[config.mk]
export PLATFORM = sky130hd
export DESIGN_NAME = fxp_conv_rr_sched
export DESIGN_NICKNAME = d
export VERILOG_FILES = /design/src/rtl/fxp_conv_rr_sched.sv
export SDC_FILE = /design/constraint.sdc
export NUM_CORES = 1
export LEC_CHECK = 0
export ABC_AREA = 1
export CORE_UTILIZATION = 50
export CTS_BUF_LIST = sky130_fd_sc_hd__clkbuf_16
export DETAILED_ROUTE_END_ITERATION = 6
export PLACE_DENSITY = 0.9
export SLEW_MARGIN = 20
export SYNTH_ARGS = -nofsm -noshare
export SYNTH_HDL_FRONTEND = slang
export SYNTH_SLANG_ARGS = --single-unit
[constraint.sdc]
create_clock -name clk -period 5.7 [get_ports clk]
set_input_delay 0.57 -clock clk [delete_from_list [all_inputs] [get_ports clk]]
set_output_delay 0.57 -clock clk [all_outputs]
set_load 0.05 [all_outputs]
[src/rtl/fxp_conv_rr_sched.sv]
// fxp_conv_rr_sched: round-robin sharing of one fp32->Q(WOI).(WOF) converter with a registered,
// id-tagged output stage and a saturating overflow counter.
module fxp_conv_rr_sched #(
  parameter int NREQ = 4,
  parameter int WOI  = 9,
  parameter int WOF  = 7,
  parameter int IDW  = 2
) (
  input  logic               clk,
  input  logic               rst_n,
  input  logic [NREQ-1:0]    req_valid,
  input  logic [32*NREQ-1:0] req_data,
  output logic [NREQ-1:0]    req_ready,
  output logic               out_valid,
  output logic [15:0]        out_data,
  output logic [IDW-1:0]     out_id,
  output logic               out_ovf,
  input  logic               out_ready,
  input  logic               ovf_clr,
  output logic [15:0]        ovf_cnt,
  output logic               busy
);
  logic [IDW-1:0] ptr_q, ptr_d, id_q, id_d, win;
  logic           valid_q, valid_d, ovf_q, ovf_d, any, can_load, xfer, cov, czero;
  logic [15:0]    data_q, data_d, cnt_q, cnt_d, mag, res;
  logic [31:0]    w;
  logic [7:0]     e;
  logic [4:0]     rsh;
  always_comb begin
    any = 1'b0;
    win = '0;
    for (int k = 1; k <= NREQ; k++)
      if (!any && req_valid[(int'(ptr_q) + k) % NREQ]) begin
        any = 1'b1;
        win = IDW'((int'(ptr_q) + k) % NREQ);
      end
  end
  // |x| >= 2^(WOI-1) saturates (including -2^(WOI-1), inf and NaN); tiny values flush to zero
  always_comb begin
    w     = req_data[32*win +: 32];
    e     = w[30:23];
    cov   = e >= 8'(126 + WOI);
    czero = e < 8'(127 - WOF);
    rsh   = 5'(8'(150 - WOF) - e);
    mag   = 16'({1'b1, w[22:0]} >> rsh);
    res   = cov ? (w[31] ? 16'h8000 : 16'h7FFF) : czero ? 16'h0000 : (w[31] ? -mag : mag);
  end
  always_comb begin
    can_load  = !valid_q | out_ready;
    req_ready = (any & can_load & rst_n) ? NREQ'(1) << win : '0;
    xfer      = |req_ready;
    valid_d   = xfer | (valid_q & !out_ready);
    data_d    = xfer ? res : data_q;
    id_d      = xfer ? win : id_q;
    ovf_d     = xfer ? cov : ovf_q;
    ptr_d     = xfer ? win : ptr_q;
    cnt_d     = ovf_clr ? 16'h0000 : (xfer & cov & ~&cnt_q) ? cnt_q + 16'h1 : cnt_q;
  end
  always_ff @(posedge clk)
    if (!rst_n) begin
      valid_q <= 1'b0;
      data_q  <= '0;
      id_q    <= '0;
      ovf_q   <= 1'b0;
      cnt_q   <= '0;
      ptr_q   <= IDW'(NREQ - 1);
    end else begin
      valid_q <= valid_d;
      data_q  <= data_d;
      id_q    <= id_d;
      ovf_q   <= ovf_d;
      cnt_q   <= cnt_d;
      ptr_q   <= ptr_d;
    end
  assign out_valid = valid_q;
  assign out_data  = data_q;
  assign out_id    = id_q;
  assign out_ovf   = ovf_q;
  assign ovf_cnt   = cnt_q;
  assign busy      = valid_q | (|req_valid);
endmodule
==> out/metrics.yaml, run 1 <==
status:
  status: "completed"
synth:
  syn_nets: 1039
  synth_top_family_by_area: "simple AND/OR/NAND/NOR gates"
  synth_fa_ha_area_frac: 0.005204
  synth_cells: 901
  yosys.area_share.simple: 0.5626
  synth_compound_area_frac: 0.1252
  synth_common_cells: "nand2_1 (311), nand3_1 (178), inv_1 (107)"
  ys_warn_count: 0
  synth_area_leaders: "nand2_1 (24%), nand3_1 (19%), dfxtp_1 (16%)"
  synth_edf_count: 0
  ys_ff_latch: 38
  synth-xor-area-share: 0
  avgSynthCellArea_um2: 5.337
  synthMuxAreaShare: 0
  synth_top_area_frac: 0.2428
  synthDistinctLibCells: 47
  yosys.cell_count.top_type: "nand2_1"
  async_reset_ff_frac: 0
  ys_seq_area_frac: 0.1582
  syn_area_um2: 4808
  yosys.area.top_type: "nand2_1"
  ys.flop_type: "dfxtp_1"
grt:
  grt_util_all_layers: 0.3177
  antenna_found_initial: 0
  grt_overflow: 0
  first_global_vias: 5763
  grt_pass1_wl_um: 26030
  grt_max_degree: 34
route:
  routedWlPerCell_um: 13.28
  vias_per_cell: 5.318
  ant_nets: 0
  routed_wl_um: 15700
  drcViolationCount: 0
  first_pass_iters: 5
  drtIter0Drc: 398
  num_vias: 6286
floorplanning:
  io_pins: 177
  die_area_um2: 10010
  row_count: 35
  fp.dieH_um: 100.1
  core_um2: 9284
  initial_core_util: 0.5179
  dieWidth_um: 100.1
sta:
  tightest_slew_ns: 0.8076
  setup_tns_ns: 0
  fin_crit_sh: 0.8422
  timing.slew.headroom: 0.4596
  rsz0062_at_grt: "no"
  skew_ns: 0.007603
  hold_violations: 0
  slew_violations: 0
  max_freq_mhz: 208.3
  setup_viol: 0
  fin_crit_ns: 4.801
clock_tree:
  clk_pin_slew_ns: 0.06
  post_cts_buffers: 0
  worstSkewPairLatency_ns: 0.29
  tritoncts: "built"
  clockRootBuffer: "clkbuf_16"
  cts_max_path_buffers: 2
  cts.repair.resized: 0
  numCtsBuffers: 5
  cts_max_level: 2
  clock-sinks: 38
  ctsHoldBuffers: 0
final_layout:
  nFillCells: 847
  areaGrowthSynthToFinish_pct: 39.68
  final-seq-area_um2: 760.7
  diodes: 0
  drive_gt1_frac: 0.06838
  multi_input_area_um2: 3337
  final_nets: 1190
critical_path:
  critPathLaunchType: "register"
  endpoint_kind: "register"
  required_ns: 5.86
  critical_path.max_fanout: 33
  critPathSlowestCell: "dfxtp_1"
  arrival_ns: 4.96
  slowest_delay_ns: 0.61
  cp_common_cell: "nand2_1"
  crit_type: "register to register"
power:
  total_power_uw: 4585
  p_per_area_nw_per_um2: 682.7
  irDropWorstVdd_v: 0.0004007
  p_leak_uw: 0.003213
place:
  dp_hpwl_um: 12420
  io_buffers: 176
  gp_congestion: 0.9982
job:
  maxCapViolations: 0
hold_path:
  hold_path.class: "register to register"
critical path: cells and delay by family (launching register included):
| kind | cells | cell delay, ns |
|---|---|---|
| buf+inv | 5 | 0.85 |
| fa+ha+maj | 1 | 0.17 |
| compound gates | 2 | 0.14 |
| simple gates | 22 | 2.88 |
| flops | 1 | 0.61 |
cell type report:
type,instances,area share
clock inverters,3,0.006706
inverters,122,0.06818
flip-flops and latches,38,0.1133
well taps,129,0.02403
multi-input cells,700,0.4968
repair buffers,185,0.2724
clock buffers,5,0.01863
power breakdown:
group          internal (uW)  total [uW]  leakage [uW]  switching (uW)
combinational           1230        3890       0.00282            2660
clock                    206         320     0.0000760             113
sequential               331         375      0.000313            43.6
per-layer routing:
metal  track usage  wire length [um]  up-vias
li1              -                 -     3229
met1        0.3871              6670     2761
met2        0.5671              7488      255
met3       0.04735              1101       41
met4        0.1137               438        0
met5             0                 0        -
layout by cell type, fill, tap and decap left out, drive strengths merged:
master and count:
a211oi 1, a21oi 53, a22oi 4, a2bb2oi 1, a31oi 2, buf 9, bufinv 1, clkbuf 5
clkdlybuf4s50 176, clkinv 1, clkinvlp 2, dfxtp 38, ha 2, inv 121, nand2 328, nand3 181
nand3b 1, nand4 25, nor2 43, nor3 11, nor3b 1, nor4 1, nor4b 1, o211ai 1
o21a 3, o21ai 28, o21bai 2, o221ai 4, o31ai 2, or2 5
path summary, 6_finish.rpt:
path	startpoint	end	slack [ns]	depth (start not counted)
worst max register to register	ptr_q[0]	out_data[10]	0.90	30
worst min register to register	out_data[4]	out_data[4]	0.46	2
worst max-delay path	ptr_q[0]	out_data[10]	0.90	30
worst min-delay path	out_data[4]	out_data[4]	0.46	2
per-stage QoR:
stage	setup WS [ns]	instance area (um^2)	cells	utilization	hold slack, ns
final	0.8994	6716	1182	0.7235	0.4626
after global routing	0.2926	6716	1182	0.7235	0.4990
after CTS	0.9257	6716	1182	0.7235	0.4646
after detailed placement	0.6582	6546	1174	0.7051	0.4556
after global placement	0.8704	6546	1174	0.7051	0.4427
after floorplan	2.261	4808	901	-	0.5848
state kept, by name, indices dropped and copies added (netlist names):
signal	cells
out_valid	1
ptr_q	2
ovf_cnt	16
out_ovf	1
out_id	2
out_data	16
cells by family (layout without fill, tap and decap cells):
| group | after synthesis | in the layout |
|---|---|---|
| simple gates | 597 | 597 |
| flops | 38 | 38 |
| compound gates | 101 | 101 |
| fa+ha+maj | 2 | 2 |
| buf+inv | 163 | 315 |
Note: power is estimated with default switching activity, not from simulation.
==> inputs of run 2 (changes only) <==
--- a/config.mk
+++ b/config.mk
@@ -6,10 +6,10 @@
 export NUM_CORES = 1
 export LEC_CHECK = 0
 export ABC_AREA = 1
-export CORE_UTILIZATION = 50
+export CORE_UTILIZATION = 46
 export CTS_BUF_LIST = sky130_fd_sc_hd__clkbuf_16
 export DETAILED_ROUTE_END_ITERATION = 6
-export PLACE_DENSITY = 0.9
+export PLACE_DENSITY = 0.83
 export SLEW_MARGIN = 20
 export SYNTH_ARGS = -nofsm -noshare
 export SYNTH_HDL_FRONTEND = slang
==> constraint.sdc (replaced) <==
create_clock -name clk -period 4.87 [get_ports clk]
set_input_delay 0.487 -clock clk [delete_from_list [all_inputs] [get_ports clk]]
set_output_delay 0.487 -clock clk [all_outputs]
set_load 0.05 [all_outputs]
==> out/metrics.yaml, run 2 (synthesis gave the netlist of run 1 again) <==
final_layout:
  layout_common_cells: "nand2_1 (311), nand3_1 (178), clkdlybuf4s50_1 (172), inv_1 (107), a21oi_1 (51)"
  nFillCells: 934
  final_nets: 1195
  multi_input_area_um2: 3356
  drive_gt1_frac: 0.07750
  final_cells: 1191
  layout_commonest_cell: "nand2_1"
  diodes: 0
  final-seq-area_um2: 762.0
  post-route-cell-area_um2: 6785
  areaGrowthSynthToFinish_pct: 41.11
clock_tree:
  clockRootBuffer: "clkbuf_16"
  cts_max_path_buffers: 2
  post_cts_buffers: 0
  worstSkewPairLatency_ns: 0.28
  ctsHoldBuffers: 0
  numCtsBuffers: 5
  clk_pin_slew_ns: 0.06
  cts.repair.resized: 0
  cts_max_level: 2
  tritoncts: "built"
  clock-sinks: 38
hold_path:
  min_path_cells: 2
  hold_path.class: "register to register"
floorplanning:
  fp.dieH_um: 104.2
  io_pins: 177
  die_area_um2: 10870
  initial_core_util: 0.4830
  row_count: 36
  dieWidth_um: 104.2
  core_um2: 9955
job:
  maxCapViolations: 0
power:
  p_leak_uw: 0.003267
  p_per_area_nw_per_um2: 808.9
  irDropWorstVdd_v: 0.0003784
critical_path:
  critPathLaunchType: "primary input"
  crit_type: "primary input to register"
  reg2reg_from: "ptr_q[0]"
  critPathSlowestCell: "clkdlybuf4s50_1"
  startpoint: "req_valid[3]"
  cp_common_cell: "nand2_1"
  crit_end: "out_data[14]"
  rr_worst_depth: 28
  arrival_ns: 4.47
  r2r_end: "out_data[14]"
  required_ns: 5.02
  slowest_delay_ns: 0.51
  critical_path.max_fanout: 26
  endpoint_kind: "register"
  rrSetupSlack_ns: 0.62
sta:
  slew_violations: 0
  fin_crit_ns: 4.311
  max_freq_mhz: 232.0
  setup_tns_ns: 0
  setup_viol: 0
  skew_ns: 0.01029
  rsz0062_at_grt: "no"
  fin_crit_sh: 0.8852
  hold_violations: 0
  tightest_slew_ns: 0.6768
  fin_ws_ns: 0.5592
  timing.slew.headroom: 0.5471
place:
  post-place-ws_ns: 0.2402
  dp_hpwl_um: 12570
  gp_congestion: 0.9090
  placed_cells: 1182
  place_area_um2: 6571
  io_buffers: 176
grt:
  antenna_found_initial: 0
  first_global_vias: 5785
  grt_util_all_layers: 0.2905
  grt_max_degree: 32
  grt_pass1_wl_um: 26470
  grt_overflow: 0
route:
  num_vias: 6344
  drcViolationCount: 0
  vias_per_cell: 5.327
  ant_nets: 0
  routedWlPerCell_um: 13.37
  first_pass_iters: 5
  routed_wl_um: 15920
  drtIter0Drc: 619
status:
  status: "completed"
run 2: cell types whose count changed in the layout (fill, tap and decap cells not counted):
cell             delta
buf_4               +8
bufinv_16           +1
clkdlybuf4s50_1     -4
clkinv_4            +1
clkinvlp_4          -2
dfxtp_1             -1
dfxtp_2             +1
nand2_4             -1
nand2_8             +1
nand3_2             +1
run 2: routing by layer:
| metal | GRT usage | wire length (um) |
|---|---|---|
| met1 | 0.3638 | 7095 |
| met2 | 0.5052 | 7405 |
| met3 | 0.04699 | 998 |
| met4 | 0.09388 | 420 |
| met5 | 0 | 0 |
run 2: how the worst min path moves through the flow:
stage	from	to	slack (ns)
after floorplan	ptr_q[1]	ptr_q[1]	0.58
after global placement	out_ovf	out_ovf	0.45
after detailed placement	out_ovf	out_ovf	0.46
after CTS	out_ovf	out_ovf	0.47
after global routing	out_id[1]	out_id[1]	0.50
final	out_ovf	out_ovf	0.47
run 2: worst max-delay path, delay by kind of cell:
family                   cells  cell delay (ns)
AO/OA/AOI/OAI                2             0.09
adder cells (fa/ha/maj)      1             0.20
AND/OR/NAND/NOR             22             2.81
buffers and inverters        4             0.84
run 2: metrics by stage:
| step | util | hold slack, ns | power, uW |
|---|---|---|---|
| 3_5_place_dp | 0.6601 | 0.4563 | 4934 |
| 5_1_grt | 0.6816 | 0.5041 | 6051 |
| 4_1_cts | 0.6796 | 0.4676 | 5400 |
| 3_3_place_gp | 0.6601 | 0.4524 | 4907 |
| 2_1_floorplan | - | 0.5848 | 3978 |
| 6_report | 0.6816 | 0.4676 | 5489 |
run 2: cell type report:
class                      instances  share of cell area
sequential                        38              0.1123
tap                              133             0.02453
multi-input combinational        701              0.4946
timing repair buffer             189              0.2725
clock buffer                       5             0.01844
clock inverter                     3             0.01014
inverter                         122             0.06749
run 2: report_power, final:
part	switching, uW	internal (uW)	leakage [uW]	total, uW
clock	129	294	0.0000940	423
combinational	3150	1480	0.00286	4630
sequential	50.1	388	0.000313	438
total	3320	2160	0.00327	5490
